**config.mk**
```make
export PLATFORM = sky130hd
export DESIGN_NAME = muldiv_sequencer
export DESIGN_NICKNAME = d
export VERILOG_FILES = /design/src/rtl/muldiv_sequencer.sv
export SDC_FILE = /design/constraint.sdc
export NUM_CORES = 1
export LEC_CHECK = 0
export BUFFER_PORTS_ARGS = -buffer_cell sky130_fd_sc_hd__buf_2
export CORE_MARGIN = 2
export CORE_UTILIZATION = 35
export DETAILED_ROUTE_END_ITERATION = 8
export PLACE_DENSITY = 0.59
export SLEW_MARGIN = 40
export SYNTH_ARGS = -nofsm -noshare
export SYNTH_HDL_FRONTEND = slang
export SYNTH_SLANG_ARGS = --single-unit
```
**constraint.sdc**
```tcl
create_clock -name clk -period 11.2 [get_ports clk]
set_clock_uncertainty 0.2 [all_clocks]
set_input_delay 3.36 -clock clk [delete_from_list [all_inputs] [get_ports clk]]
set_output_delay 3.36 -clock clk [all_outputs]
set_load 0.01 [all_outputs]
```
**src/rtl/muldiv_sequencer.sv**
```systemverilog
// Iterative RV32M multiply/divide sequencer: radix-2 shift-add multiply, restoring divide.
// Optional BURAQ_FAST_MUL_EN replaces the iterative multiply with a single-cycle product.
module muldiv_sequencer #(
    parameter int unsigned XLEN = 32
) (
    input  logic            clk,
    input  logic            reset,
    input  logic            start_i,
    input  logic [2:0]      op_i,
    input  logic [XLEN-1:0] operand_a_i,
    input  logic [XLEN-1:0] operand_b_i,
    input  logic            flush_i,
    output logic            stall_o,
    output logic            done_o,
    output logic [XLEN-1:0] result_o
);

    localparam int unsigned CntW = $clog2(XLEN);
    localparam logic [CntW-1:0] LastCnt = CntW'(XLEN - 1);

`ifdef BURAQ_FAST_MUL_EN
    typedef enum logic [1:0] {StIdle, StDiv, StDone} state_e;
`else
    typedef enum logic [1:0] {StIdle, StMul, StDiv, StDone} state_e;
`endif

    state_e          state_q;
    logic [CntW-1:0] cnt_q;
    logic [1:0]      op_q;
    logic            neg_q;
    logic            neg_rem_q;
    logic [XLEN:0]   acc_q;
    logic [XLEN-1:0] lo_q;
    logic [XLEN-1:0] mcand_q;
    logic            done_q;
    logic [XLEN-1:0] result_q;

    // Operand decode at acceptance
    logic            signed_a, signed_b, sa, sb;
    logic [XLEN-1:0] mag_a, mag_b;
    logic            b_zero, overflow, special;
    logic [XLEN-1:0] special_result;

    always_comb begin
        signed_a = op_i[2] ? ~op_i[0] : ~(op_i[1] & op_i[0]);
        signed_b = op_i[2] ? ~op_i[0] : ~op_i[1];
        sa       = signed_a & operand_a_i[XLEN-1];
        sb       = signed_b & operand_b_i[XLEN-1];
        mag_a    = sa ? -operand_a_i : operand_a_i;
        mag_b    = sb ? -operand_b_i : operand_b_i;
        b_zero   = (operand_b_i == '0);
        overflow = op_i[2] & ~op_i[0] & (operand_a_i == {1'b1, {(XLEN-1){1'b0}}})
                   & (operand_b_i == '1);
        special  = op_i[2] & (b_zero | overflow);
        if (b_zero) begin
            special_result = op_i[1] ? operand_a_i : '1;
        end else begin
            special_result = op_i[1] ? '0 : operand_a_i;
        end
    end

`ifdef BURAQ_FAST_MUL_EN
    logic [2*XLEN-1:0] fast_prod, fast_prod_s;
    logic [XLEN-1:0]   fast_result;

    always_comb begin
        fast_prod   = {{XLEN{1'b0}}, mag_a} * {{XLEN{1'b0}}, mag_b};
        fast_prod_s = (sa ^ sb) ? -fast_prod : fast_prod;
        fast_result = (op_i[1:0] == 2'b00) ? fast_prod_s[XLEN-1:0] : fast_prod_s[2*XLEN-1:XLEN];
    end
`else
    // Shift-add step: {acc, lo} holds the partial product, lo[0] is the current multiplier bit
    logic [XLEN:0]     mul_sum, mul_acc;
    logic [XLEN-1:0]   mul_lo;
    logic [2*XLEN-1:0] prod, prod_s;
    logic [XLEN-1:0]   mul_result;

    always_comb begin
        mul_sum    = acc_q + (lo_q[0] ? {1'b0, mcand_q} : '0);
        mul_acc    = {1'b0, mul_sum[XLEN:1]};
        mul_lo     = {mul_sum[0], lo_q[XLEN-1:1]};
        prod       = {mul_acc[XLEN-1:0], mul_lo};
        prod_s     = neg_q ? -prod : prod;
        mul_result = (op_q == 2'b00) ? prod_s[XLEN-1:0] : prod_s[2*XLEN-1:XLEN];
    end
`endif

    // Restoring divide step: lo shifts the dividend out and the quotient in
    logic [XLEN:0]   div_shift, div_diff, div_acc;
    logic            div_ok;
    logic [XLEN-1:0] div_lo, quo_s, rem_s, div_result;

    always_comb begin
        div_shift  = {acc_q[XLEN-1:0], lo_q[XLEN-1]};
        div_diff   = div_shift - {1'b0, mcand_q};
        div_ok     = ~div_diff[XLEN];
        div_acc    = div_ok ? div_diff : div_shift;
        div_lo     = {lo_q[XLEN-2:0], div_ok};
        quo_s      = neg_q ? -div_lo : div_lo;
        rem_s      = neg_rem_q ? -div_acc[XLEN-1:0] : div_acc[XLEN-1:0];
        div_result = op_q[1] ? rem_s : quo_s;
    end

    always_comb begin
        stall_o = 1'b0;
        unique case (state_q)
            StIdle: stall_o = ~reset & start_i & ~flush_i;
`ifndef BURAQ_FAST_MUL_EN
            StMul:  stall_o = 1'b1;
`endif
            StDiv:  stall_o = 1'b1;
            StDone: stall_o = 1'b0;
        endcase
    end

    always_ff @(posedge clk or posedge reset) begin
        if (reset) begin
            state_q   <= StIdle;
            cnt_q     <= '0;
            op_q      <= '0;
            neg_q     <= 1'b0;
            neg_rem_q <= 1'b0;
            acc_q     <= '0;
            lo_q      <= '0;
            mcand_q   <= '0;
            done_q    <= 1'b0;
            result_q  <= '0;
        end else begin
            done_q <= 1'b0;
            unique case (state_q)
                StIdle: begin
                    if (start_i && !flush_i) begin
                        op_q <= op_i[1:0];
                        if (special) begin
                            result_q <= special_result;
                            done_q   <= 1'b1;
                            state_q  <= StDone;
`ifdef BURAQ_FAST_MUL_EN
                        end else if (!op_i[2]) begin
                            result_q <= fast_result;
                            done_q   <= 1'b1;
                            state_q  <= StDone;
`endif
                        end else begin
                            acc_q     <= '0;
                            lo_q      <= op_i[2] ? mag_a : mag_b;
                            mcand_q   <= op_i[2] ? mag_b : mag_a;
                            neg_q     <= sa ^ sb;
                            neg_rem_q <= sa;
                            cnt_q     <= '0;
`ifdef BURAQ_FAST_MUL_EN
                            state_q   <= StDiv;
`else
                            state_q   <= op_i[2] ? StDiv : StMul;
`endif
                        end
                    end
                end
`ifndef BURAQ_FAST_MUL_EN
                StMul: begin
                    if (flush_i) begin
                        state_q <= StIdle;
                    end else begin
                        acc_q <= mul_acc;
                        lo_q  <= mul_lo;
                        cnt_q <= cnt_q + CntW'(1);
                        if (cnt_q == LastCnt) begin
                            result_q <= mul_result;
                            done_q   <= 1'b1;
                            state_q  <= StDone;
                        end
                    end
                end
`endif
                StDiv: begin
                    if (flush_i) begin
                        state_q <= StIdle;
                    end else begin
                        acc_q <= div_acc;
                        lo_q  <= div_lo;
                        cnt_q <= cnt_q + CntW'(1);
                        if (cnt_q == LastCnt) begin
                            result_q <= div_result;
                            done_q   <= 1'b1;
                            state_q  <= StDone;
                        end
                    end
                end
                // start_i here belongs to the instruction that is just leaving EX
                StDone: state_q <= StIdle;
            endcase
        end
    end

    assign done_o   = done_q;
    assign result_o = result_q;

endmodule

```
==> flow_summary.ini <==
[status]
status = finished, violations left
violations = design-rule violations

[route]
via_per_inst = 6.28
wl_per_cell_um = 24.0
drc = 2
drtAntennaViolNets = 0
wl_mm = 70.7
drt_iter0_drc = 2213
first_pass_iters = 9
vias = 18542

[place]
placed_area_um2 = 17800
hpwlAfterDp_mm = 54.8
gp_routability_congestion = 0.984
io_buffer_count = 104
place_inst = 2920
pre_cts_ws_ns = 2.80

[timing]
grt_setup_unrepaired = no
tns_ns = 0
slew_viol_final = 0
setup_viol = 0
max_freq_mhz = 116
period_needed_ns = 8.61
layout_setup_ws_ns = 2.59
hold_viol = 0
finalCritPeriodShare_pct = 76.9
slew_headroom_pct = 37.5
worstMarginPinSlew_ns = 0.938

[critical_path]
crit_required_ns = 11.31
end_kind = flip-flop
critical_path_class = reg2reg
worstPathArrival_ns = 8.73
worst-path-buf-inv = 1
reg2reg_slack_ns = 2.59
critPathMaxFanout = 20
r2r_cells = 26
timing.rr.start = lo_q[31]$_DFFE_PP0P_
cpPeakStageDelay_ns = 0.75
slowest_stage = or4_1
cp-start-kind = flip-flop
crit_start = lo_q[31]$_DFFE_PP0P_
cpLargestDelayFamily = simple AND/OR/NAND/NOR gates
rr_endpoint = result_o[30]$_DFFE_PP0P_

[clocking]
post_cts_resized = 0
cts_made_buffers = 17
cts_tree = done
clock_sinks = 141
ctsHtreeMaxLevel = 4
post-cts-setup-buffer-count = 0
cts-root-buf = clkbuf_16
clkLatencyLatePin_ns = 0.46
holdBufCountCts = 0
cts_buffer_depth = 2
clk_pin_slew_ns = 0.06

[die]
dieArea_um2 = 50200
core_um2 = 47700
die_w_um = 224
ioPinCount = 105
initial_core_util_pct = 35.5
rows = 80
die_h_um = 224

[job]
maxCapViolCount = 0

[yosys]
yosysWarningCount = 0
synth_most_common_cell = nand2_1
synth_cell_types = 90
synthTopCellsByArea = dfrtp_1, xnor2_1, o21ai_0
avgSynthCellArea_um2 = 7.19
synth_nets = 2504
syn_inst = 2355
synth_edf_count = 0
yosysSeqAreaShare_pct = 20.8
ys_ff_latch = 141
syn_area_um2 = 16900
synth_flop_cell = dfrtp_1
async_flop_share_pct = 100
synth.top_cells.by_count = nand2_1, o21ai_0, nor2_1
synth_largest_area_cell = dfrtp_1
synth_top_area_share_pct = 20.8

[global_route]
grt_pass1_wl_mm = 106
grt_max_degree = 78
grt_usage_pct = 27.7
gr-total-overflow = 0
grt_pass1_vias = 16920
antenna_found_initial = 4

[power_and_ir_drop]
power.leakage_nw = 7.42
peakVddDrop_mv = 0.248
powerDensity_nw_per_um2 = 324

[min_path]
min_path_cells = 1
min_to = result_o[12]$_DFFE_PP0P_
hp-class = reg2reg
hp-start = result_o[12]$_DFFE_PP0P_

[layout]
final_cells = 2952
fin_area_um2 = 18400
drive_gt1_share_pct = 9.88
area_delta_synth_final_pct = 8.52
finalNetCount = 2475
n_antenna_cell = 0
## area by class of cell
class / count / area [um^2]
repair buffers: 131 / 736
fillers: 5005 / 29400
inverters: 75 / 287
clock inverters: 7 / 66.3
multi-input cells: 1960 / 12500
clock buffers: 23 / 468
well taps: 615 / 769
flip-flops and latches: 141 / 3530
## stage by stage
step / util [%] / hold WS, ns / power [mW]
2_1_floorplan: - / 0.249 / 3.95
5_1_grt: 38.5 / 0.294 / 6.34
4_1_cts: 38.4 / 0.277 / 5.83
3_5_place_dp: 37.3 / 0.263 / 5.26
6_report: 38.5 / 0.272 / 5.95
3_3_place_gp: 37.3 / 0.257 / 5.21
## sequential cells by signal, summed over array words and instances (netlist names)
| register | count |
|---|---|
| result_o | 32 |
| state_q | 2 |
| op_q | 2 |
| acc_q | 33 |
| neg_rem_q | 1 |
| cnt_q | 5 |
| neg_q | 1 |
| mcand_q | 32 |
| done_o | 1 |
| lo_q | 32 |
## where the power goes
part           switching (mW)  total, mW  leakage (nW)  internal, mW
Clock                   0.240      0.553         0.263         0.313
Sequential              0.273      0.989          1.81         0.716
Combinational            2.95       4.41          5.35          1.46
Total                    3.46       5.95          7.42          2.49
## cells in the final DEF (no fill, tap or decap), drive strengths merged, types with 19 or more instances in the layout
cell    instances
a211oi         50
a21o           36
a21oi         178
a222oi         24
a22oi          32
a31oi          24
and2           23
buf           131
clkbuf         23
dfrtp         141
ha             76
inv            72
maj3           20
mux2i          19
nand2         292
nand3          28
nand4          31
nor2          227
nor3           54
o211ai         26
o21ai         228
o31ai          68
or2            19
or3            34
or4            23
xnor2         131
xor2           68
## metal layers
layer	GRT usage (%)	vias to the layer above	part of all wire, %
li1	-	8588	-
met1	39.0	8952	44
met2	42.3	876	44
met3	4.47	124	8.9
met4	10.4	2	3.8
met5	0	-	0.018
## kinds of logic after synthesis
kind of cell               after synthesis  synth area share [%]
and+or+nand+nor                        816                  22.6
muxes                                   31                  1.92
AOI/OAI and AO/OA                      816                  31.6
DFF                                    141                  20.8
adders and majority gates               98                  7.03
buffers and inverters                  254                  5.76
xor gates and xnor gates               199                  10.3
## worst max-delay path by stage
| stage | to | slack (ns) | depth (start not counted) |
|---|---|---|---|
| after global routing | result_o[30]$_DFFE_PP0P_ | 2.04 | 26 |
| after CTS | result_o[30]$_DFFE_PP0P_ | 2.74 | 26 |
| after global placement | result_o[30]$_DFFE_PP0P_ | 2.97 | 26 |
| after detailed placement | result_o[30]$_DFFE_PP0P_ | 2.80 | 26 |
| final | result_o[30]$_DFFE_PP0P_ | 2.59 | 26 |
| after floorplan | stall_o | 0.91 | 3 |
No activity file was read; power rests on OpenSTA's default activity.
